===== src/rtl/dp_types_pkg.sv =====
// Shared types for the pipelined datapath control slice.
// Pipe states and the canonical latch numbering.
package dp_types_pkg;

    typedef enum logic [1:0] {
        RUN    = 2'd0,
        DRAIN  = 2'd1,
        HALTED = 2'd2
    } pipe_state_t;

    localparam int IF_ID  = 0;
    localparam int ID_EX  = 1;
    localparam int EX_MEM = 2;
    localparam int MEM_WB = 3;

endpackage


===== src/rtl/sat_counter.sv =====
// Saturating up-counter with synchronous clear.
// Sticks at all-ones instead of wrapping.
module sat_counter #(
    parameter int W = 32
) (
    input  logic         CLK,
    input  logic         nRST,
    input  logic         inc,
    input  logic         clr,
    output logic [W-1:0] cnt
);

    always_ff @(posedge CLK or negedge nRST) begin
        if (!nRST) begin
            cnt <= '0;
        end else if (clr) begin
            cnt <= '0;
        end else if (inc && !(&cnt)) begin
            cnt <= cnt + W'(1);
        end
    end

endmodule


===== src/rtl/pipeline_ctrl.sv =====
// Stall/flush/valid controller for the pipelined datapath.
// Owns latch valid bits, the run/drain/halt FSM and perf counters.
module pipeline_ctrl
    import dp_types_pkg::*;
#(
    parameter int NLATCH      = 4,
    parameter int ID_EX_IDX   = ID_EX,
    parameter int MEM_IDX     = EX_MEM,
    parameter int RESOLVE_IDX = EX_MEM,
    parameter int CNT_W       = 32
) (
    input  logic              CLK,
    input  logic              nRST,
    input  logic              ihit,
    input  logic              dhit,
    input  logic              dmem_req,
    input  logic              load_use,
    input  logic              redirect,
    input  logic              halt_dec,
    output logic [NLATCH-1:0] latch_en,
    output logic [NLATCH-1:0] latch_flush,
    output logic [NLATCH-1:0] valid,
    output logic              pc_en,
    output logic              halt,
    output pipe_state_t       state,
    output logic [CNT_W-1:0]  cyc_cnt,
    output logic [CNT_W-1:0]  stall_cnt,
    output logic [CNT_W-1:0]  flush_cnt
);

    localparam int PW = $clog2(NLATCH);
    localparam logic [PW-1:0] LAST = PW'(NLATCH - 1);
    localparam logic [PW-1:0] RES_POS = PW'(RESOLVE_IDX);
    localparam logic [NLATCH-1:0] SQ_MASK =
        NLATCH'((1 << RESOLVE_IDX) - 1);
    localparam logic [NLATCH-1:0] LU_EN =
        ~NLATCH'((1 << ID_EX_IDX) - 1);
    localparam logic [NLATCH-1:0] LU_FL =
        NLATCH'(1 << ID_EX_IDX);
    localparam logic [NLATCH-1:0] L0 = NLATCH'(1);

    pipe_state_t       state_q, state_d;
    logic [NLATCH-1:0] valid_q, valid_d;
    logic [PW-1:0]     pos_q, pos_d;

    logic run, drn, live;
    logic mem_freeze, older, redir_ok;
    logic sel_frz, sel_red, sel_lu, sel_drn, sel_miss, sel_go;
    logic [NLATCH-1:0] prev;

    always_comb begin
        run  = (state_q == RUN);
        drn  = (state_q == DRAIN);
        live = run | drn;

        mem_freeze = valid_q[MEM_IDX] & dmem_req & ~dhit;
        // Only a branch older than the HALT may cancel a drain.
        older    = (pos_q < RES_POS);
        redir_ok = redirect & valid_q[RESOLVE_IDX]
                 & (run | (drn & older));

        sel_frz  = live & mem_freeze;
        sel_red  = live & ~mem_freeze & redir_ok;
        sel_lu   = run & ~sel_frz & ~sel_red
                 & load_use & valid_q[ID_EX_IDX-1];
        sel_drn  = ~sel_frz & ~sel_red & ~sel_lu
                 & (drn | (run & halt_dec & valid_q[0]));
        sel_miss = run & ~sel_frz & ~sel_red & ~sel_lu
                 & ~sel_drn & ~ihit;
        sel_go   = run & ~sel_frz & ~sel_red & ~sel_lu
                 & ~sel_drn & ihit;
    end

    always_comb begin
        latch_en    = '0;
        latch_flush = '0;
        pc_en       = 1'b0;
        state_d     = state_q;
        pos_d       = pos_q;

        unique case (1'b1)
            sel_frz: begin
                latch_en = '0;
            end
            sel_red: begin
                latch_en    = '1;
                latch_flush = SQ_MASK;
                pc_en       = 1'b1;
                state_d     = RUN;
            end
            sel_lu: begin
                latch_en    = LU_EN;
                latch_flush = LU_FL;
            end
            sel_drn: begin
                latch_en    = '1;
                latch_flush = L0;
                pos_d       = run ? PW'(1) : pos_q + PW'(1);
                state_d     = (drn && pos_q == LAST) ? HALTED : DRAIN;
            end
            sel_miss: begin
                latch_en    = '1;
                latch_flush = L0;
            end
            sel_go: begin
                latch_en = '1;
                pc_en    = 1'b1;
            end
            default: begin
                latch_en = '0;
            end
        endcase
    end

    // Latch 0 always fetches a fresh instruction when enabled.
    assign prev = {valid_q[NLATCH-2:0], 1'b1};

    always_comb begin
        valid_d = (latch_en & ~latch_flush & prev)
                | (~latch_en & valid_q);
    end

    always_ff @(posedge CLK or negedge nRST) begin
        if (!nRST) begin
            state_q <= RUN;
            valid_q <= '0;
            pos_q   <= '0;
        end else begin
            state_q <= state_d;
            valid_q <= valid_d;
            pos_q   <= pos_d;
        end
    end

    assign valid = valid_q;
    assign state = state_q;
    assign halt  = (state_q == HALTED);

    sat_counter #(.W(CNT_W)) u_cyc (
        .CLK  (CLK),
        .nRST (nRST),
        .inc  (live),
        .clr  (1'b0),
        .cnt  (cyc_cnt)
    );

    sat_counter #(.W(CNT_W)) u_stall (
        .CLK  (CLK),
        .nRST (nRST),
        .inc  (sel_frz | sel_lu),
        .clr  (1'b0),
        .cnt  (stall_cnt)
    );

    sat_counter #(.W(CNT_W)) u_flush (
        .CLK  (CLK),
        .nRST (nRST),
        .inc  (sel_red),
        .clr  (1'b0),
        .cnt  (flush_cnt)
    );

endmodule


===== config.mk =====
export PLATFORM = sky130hd
export DESIGN_NAME = pipeline_ctrl
export DESIGN_NICKNAME = d
export VERILOG_FILES = /design/src/rtl/dp_types_pkg.sv /design/src/rtl/sat_counter.sv /design/src/rtl/pipeline_ctrl.sv
export SDC_FILE = /design/constraint.sdc
export NUM_CORES = 1
export LEC_CHECK = 0
export BUFFER_PORTS_ARGS = -buffer_cell sky130_fd_sc_hd__buf_2
export CAP_MARGIN = 5
export CORE_UTILIZATION = 43
export CTS_CLUSTER_DIAMETER = 30
export CTS_CLUSTER_SIZE = 16
export DETAILED_ROUTE_END_ITERATION = 8
export PLACE_DENSITY = 0.66
export SYNTH_ARGS = -nofsm -noshare
export SYNTH_HDL_FRONTEND = slang
export SYNTH_SLANG_ARGS = --single-unit

===== constraint.sdc =====
create_clock -name CLK -period 3.7 [get_ports CLK]
set_input_delay 1.11 -clock CLK [delete_from_list [all_inputs] [get_ports CLK]]
set_output_delay 1.11 -clock CLK [all_outputs]
set_load 0.01 [all_outputs]

# After elaboration in Yosys (flattened, before gate mapping)
# Cells that the tools add are included.
# op_classes
n_addsub	4
order_cmp	1
n_eq_ne	3
muxes	6
bitwise_logic	38
n_reduce_logical	15
# op_table
operator	n
32-bit by 1-bit adder with 32-bit output, second input constant	3
32-bit AND reduction	3
1-bit AND	21
4-bit AND	3
4-bit inverter	2
4-bit case mux with 2 select lines	1
1-bit inverter	7
2-bit case mux with 3 select lines	1
2-bit == test, second input constant	2
1-bit logical AND	4
2-bit two-way mux	2
1-bit OR	4
4-bit OR	1
2-bit case mux with 2 select lines	1
2-bit OR reduction	2
4-bit OR reduction	1
1-bit logical NOT	3
2-bit by 1-bit adder with 2-bit output, second input constant	1
2-bit by 1-bit == test with 1-bit output, second input constant	1
2-bit logical NOT	1
2-bit less-than comparator, second input constant	1
2-bit nonzero test	1
1-bit two-way mux	1
# word_totals
register_bits	104
in_bits	8
output_inout_bits	112
elab_cells	73

# Depth between registers and ports, before layout
# depth
depth_word	21
depth_mapped	7
ltp_nobuf	6

# Cells and area by module
# Synthesis repeated with hierarchy kept, for this count alone.
# unflattened
hier_cells	630
area_unflattened_um2	6153.4
# by_module_without_submodules
mod	n_inst	cells_each	area_each_um2	seq_area_each_um2
sat_counter	3	190	1865.5	800.8
pipeline_ctrl	1	60	556.8	200.2

# Worst setup path after synthesis
# OpenSTA, ideal clock, no wires.
# synth_timing
path_type	in2out
from	in dmem_req
to	out pc_en
arrival_ns	2.505
required_ns	2.590
setup_slack_ns	0.085
path_stages	4
path_buffers	0
path_cell_list	nor2b_1 a2111oi_4 nor4_1 o21ai_0
# synth_via
elab_chain_len	17
word_cells_on_any_way	22
classes_between	mux: 1; bitwise: 20; reduce/logical: 1
# synth_lines
element	line	source
from (decl)	pipeline_ctrl.sv:16	input logic dmem_req,
1-bit AND * (2 in series)	pipeline_ctrl.sv:56	mem_freeze = valid_q[MEM_IDX] & dmem_req & ~dhit;
1-bit inverter	pipeline_ctrl.sv:63	sel_red = live & ~mem_freeze & redir_ok;
1-bit AND (2 in series)	pipeline_ctrl.sv:63	
1-bit inverter	pipeline_ctrl.sv:64, pipeline_ctrl.sv:66, pipeline_ctrl.sv:70	
1-bit AND	pipeline_ctrl.sv:64, pipeline_ctrl.sv:70	
1-bit AND (2 in series)	pipeline_ctrl.sv:65	& load_use & valid_q[ID_EX_IDX-1];
1-bit inverter	pipeline_ctrl.sv:66, pipeline_ctrl.sv:70	
1-bit AND	pipeline_ctrl.sv:66	sel_drn = ~sel_frz & ~sel_red & ~sel_lu
1-bit AND	pipeline_ctrl.sv:67	& (drn | (run & halt_dec & valid_q[0]));
1-bit inverter	pipeline_ctrl.sv:71	& ~sel_drn & ihit;
1-bit AND (2 in series)	pipeline_ctrl.sv:71	
2-bit OR reduction (no source line) *	n/a	
1-bit two-way mux *	pipeline_ctrl.sv:81	unique case (1'b1)
to (decl)	pipeline_ctrl.sv:23	output logic pc_en,
# Mark *: on every way between the ends. The rest lies on a longest branch, timed or not.

# Final worst setup path
# layout_timing
from	in dmem_req
to	out latch_flush[0]
# layout_via
elab_chain_len	17
word_cells_on_any_way	22
classes_between	mux: 1; bitwise: 20; reduce/logical: 1
# layout_lines
element	line	source
1-bit AND * (2 in series)	pipeline_ctrl.sv:56	
1-bit inverter	pipeline_ctrl.sv:63	
1-bit AND (2 in series)	pipeline_ctrl.sv:63	
1-bit inverter	pipeline_ctrl.sv:64, pipeline_ctrl.sv:66, pipeline_ctrl.sv:68	
1-bit AND	pipeline_ctrl.sv:64, pipeline_ctrl.sv:68	
1-bit AND (2 in series)	pipeline_ctrl.sv:65	
1-bit inverter	pipeline_ctrl.sv:66, pipeline_ctrl.sv:68	
1-bit AND	pipeline_ctrl.sv:66	
1-bit AND	pipeline_ctrl.sv:67	
1-bit inverter	pipeline_ctrl.sv:69	& ~sel_drn & ~ihit;
1-bit AND (2 in series)	pipeline_ctrl.sv:69	
2-bit OR reduction (no source line)	n/a	
2-bit case mux with 3 select lines *	pipeline_ctrl.sv:81	
to (decl)	pipeline_ctrl.sv:21	output logic [NLATCH-1:0] latch_flush,
# Marked as above.

==> flow_summary_export.csv <==
group,metric,value,unit
synthesis,ys_ff_latch,104,
finish,fin_util,0.538,
hold_path,hold_depth,1,
routing,vias,4139,
placement,pre_cts_slack,0.120,ns
synthesis,synthCells,498,
floorplan,rows,39,
floorplan,placeableCoreArea,11600,µm²
routing,drt_first_pass_iters,6,
timing,tightest_slew,0.929,ns
worst_setup_path,required,2.59,ns
synthesis,synth.distinct_cells,54,
clock_tree,cts_made_buffers,9,
worst_setup_path,worstPathMaxFanout,5,
timing,hold_viol,0,
routing,viasPerCell,5.40,
power,p_leak,3.12,nW
worst_setup_path,rrSetupSlack,1.27,ns
floorplan,dieArea,12600,µm²
placement,hpwlAfterDp,8860,µm
clock_tree,cts_buffer_depth,2,
timing,timing.final.crit_share,0.964,
synthesis,synth_area_leaders,"dfrtp_1 50%, xnor2_1 8.0%, xor2_1 7.0%",
worst_setup_path,path_class,"in -> out",
finish,drive_above_1_share,0.263,
clock_tree,cts_max_level,3,
timing,finalSetupTns,0,ns
synthesis,netlist_area,5230,µm²
timing,drv_slew,0,
timing,max_clock_freq,280,MHz
timing,slew_headroom,0.378,
routing,drc,5,
floorplan,start_util,0.450,
global_route,grt_max_degree,61,
floorplan,die_h,112,µm
synthesis,synthFlopType,"dfrtp_1",
routing,routed_wl,12000,µm
run_status,violations,"design-rule violations",
global_route,grt_usage,0.201,
clock_tree,tritoncts,"done",
worst_setup_path,r2r_cells,5,
clock_tree,clk_latency,0.35,ns
timing,fin_crit,3.57,ns
clock_tree,cts-root-buf,"clkbuf_16",
clock_tree,clk_pin_slew,0.06,ns
floorplan,die_w,112,µm
worst_setup_path,arrival,2.46,ns
clock_tree,clkSinkCount,104,
synthesis,synth.largest_area_cell,"dfrtp_1",
finish,final_common_cell,"buf_2",
global_route,overflow,0,
synthesis,yosys_warnings,0,
routing,routedWlPerCell,15.6,µm
hold_path,min_path_type,"reg -> reg",
timing,setup_ws,0.134,ns
floorplan,io_pins,120,
global_route,grt_pass1_wl,19900,µm
timing,rsz0062_at_grt,"no",
placement,gp_congestion,0.838,
power,p_per_area,440,nW/µm²
synthesis,synthArstFlopShare,1.00,
finish,nets,632,
synthesis,synth-seq-area-share,0.497,
job,cap_viol_max_count,0,
global_route,antenna_found_initial,0,
routing,final_antenna_net_count,0,
finish,area_growth,19.5,%
timing,finClkSkew,0.0111,ns
synthesis,avgSynthCellArea,10.5,µm²
global_route,grt_pass1_vias,3942,
run_status,status,"finished with violations",
worst_setup_path,worst_setup_path_end_kind,"primary output",
timing,setup_violations,0,
clock_tree,post_cts.repair.setup_buffers,0,
finish,diodes,0,
routing,drtIter0Drc,170,
worst_setup_path,startpoint_type,"primary input",
placement,io_buffers,117,
finish,final_cell_mix,"116 x buf_2, 104 x dfrtp_1, 48 x xnor2_1",
synthesis,synth_edf_count,0,
synthesis,yosysTopAreaCellShare,0.497,
power,peakVddDrop,0.273,mV
sequential cells by signal, summed over array words and instances (netlist names), named ones only:
register,count
u_stall.cnt,32
state,2
u_cyc.cnt,32
pos_q,2
valid,1
u_flush.cnt,32
through the flow:
stage               instance area (µm²)  instances  hold WS [ns]  power (mW)
floorplan                          5240        499         0.493        1.69
CTS                                6240        767         0.489        2.79
global route                       6250        767         0.504        2.90
detailed placement                 5980        752         0.480        1.90
global placement                   5980        752         0.469        1.88
finish                             6250        767         0.480        2.75
power by group:
part | total, mW | internal [mW] | leakage [nW] | switching (mW)
sequential | 1.36 | 1.23 | 1.41 | 0.128
combinational | 0.514 | 0.216 | 1.58 | 0.298
clock | 0.877 | 0.491 | 0.130 | 0.386
total | 2.75 | 1.94 | 3.12 | 0.812
worst max-delay path, cell delays in order:
cell and delay [ns]:
buf_2 0.10, nor2b_1 0.13, buf_4 0.15, a2111oi_4 0.36, nor4_2 0.11, nor2_1 0.22, o21ai_0 0.11, buf_2 0.15
timing repair:
item | 4_1_cts | 5_1_grt
endpoints found under the setup margin | 0 | 2
hold buffers | 0 | 0
resized for setup | 0 | 1
final cells by class:
cell class	count	area (µm²)
fillers	1055	5360
flip-flops and latches	104	2600
multi-input cells	373	2520
repair buffers	123	646
clock buffers	15	268
well taps	143	179
inverters	9	33.8
logic make-up after synthesis:
group | Yosys count | share of synthesized area
adders and majority gates | 4 | 0.00957
muxes | 5 | 0.0108
and+or+nand+nor | 240 | 0.255
AOI/OAI and AO/OA | 32 | 0.0538
buffers and inverters | 22 | 0.0222
xor gates and xnor gates | 90 | 0.151
other | 1 | 0.000717
DFF | 104 | 0.497
per-layer routing:
metal / global-route usage / routed length (µm) / vias up / share of wire
met3: 0.0697 / 625 / 13 / 0.052
met2: 0.322 / 5770 / 98 / 0.48
li1: - / - / 2020 / -
met5: 0 / 0 / - / 0
met4: 0.0684 / 216 / 0 / 0.018
met1: 0.254 / 5340 / 2008 / 0.45
worst paths after layout:
kind                                                to                        start
max                                     latch_flush[0]                     dmem_req
min                        u_flush.cnt[28]$_DFFE_PN0P_  u_flush.cnt[28]$_DFFE_PN0P_
max reg2reg                 u_stall.cnt[1]$_DFFE_PN0P_   u_stall.cnt[0]$_DFFE_PN0P_
min reg2reg                u_flush.cnt[28]$_DFFE_PN0P_  u_flush.cnt[28]$_DFFE_PN0P_
max in group asynchronous         pos_q[0]$_DFFE_PN0P_                         nRST
min in group asynchronous  u_stall.cnt[20]$_DFFE_PN0P_                         nRST
synth_stat cells (3+ instances only):
cell type,number
mux2_2,5
nand2_1,46
nand4_1,26
nor2_1,28
inv_1,9
or3_1,4
ha_1,4
nor4_1,15
and4_1,9
nand3_1,41
o21ai_0,7
clkbuf_1,4
a31oi_1,4
and2_1,9
and3_1,16
nor3_1,23
xnor2_1,48
dfrtp_1,104
xor2_1,42
a21oi_1,4
and4_2,3
buf_4,4
buf_2,3
(Power assumes the default switching activity.)
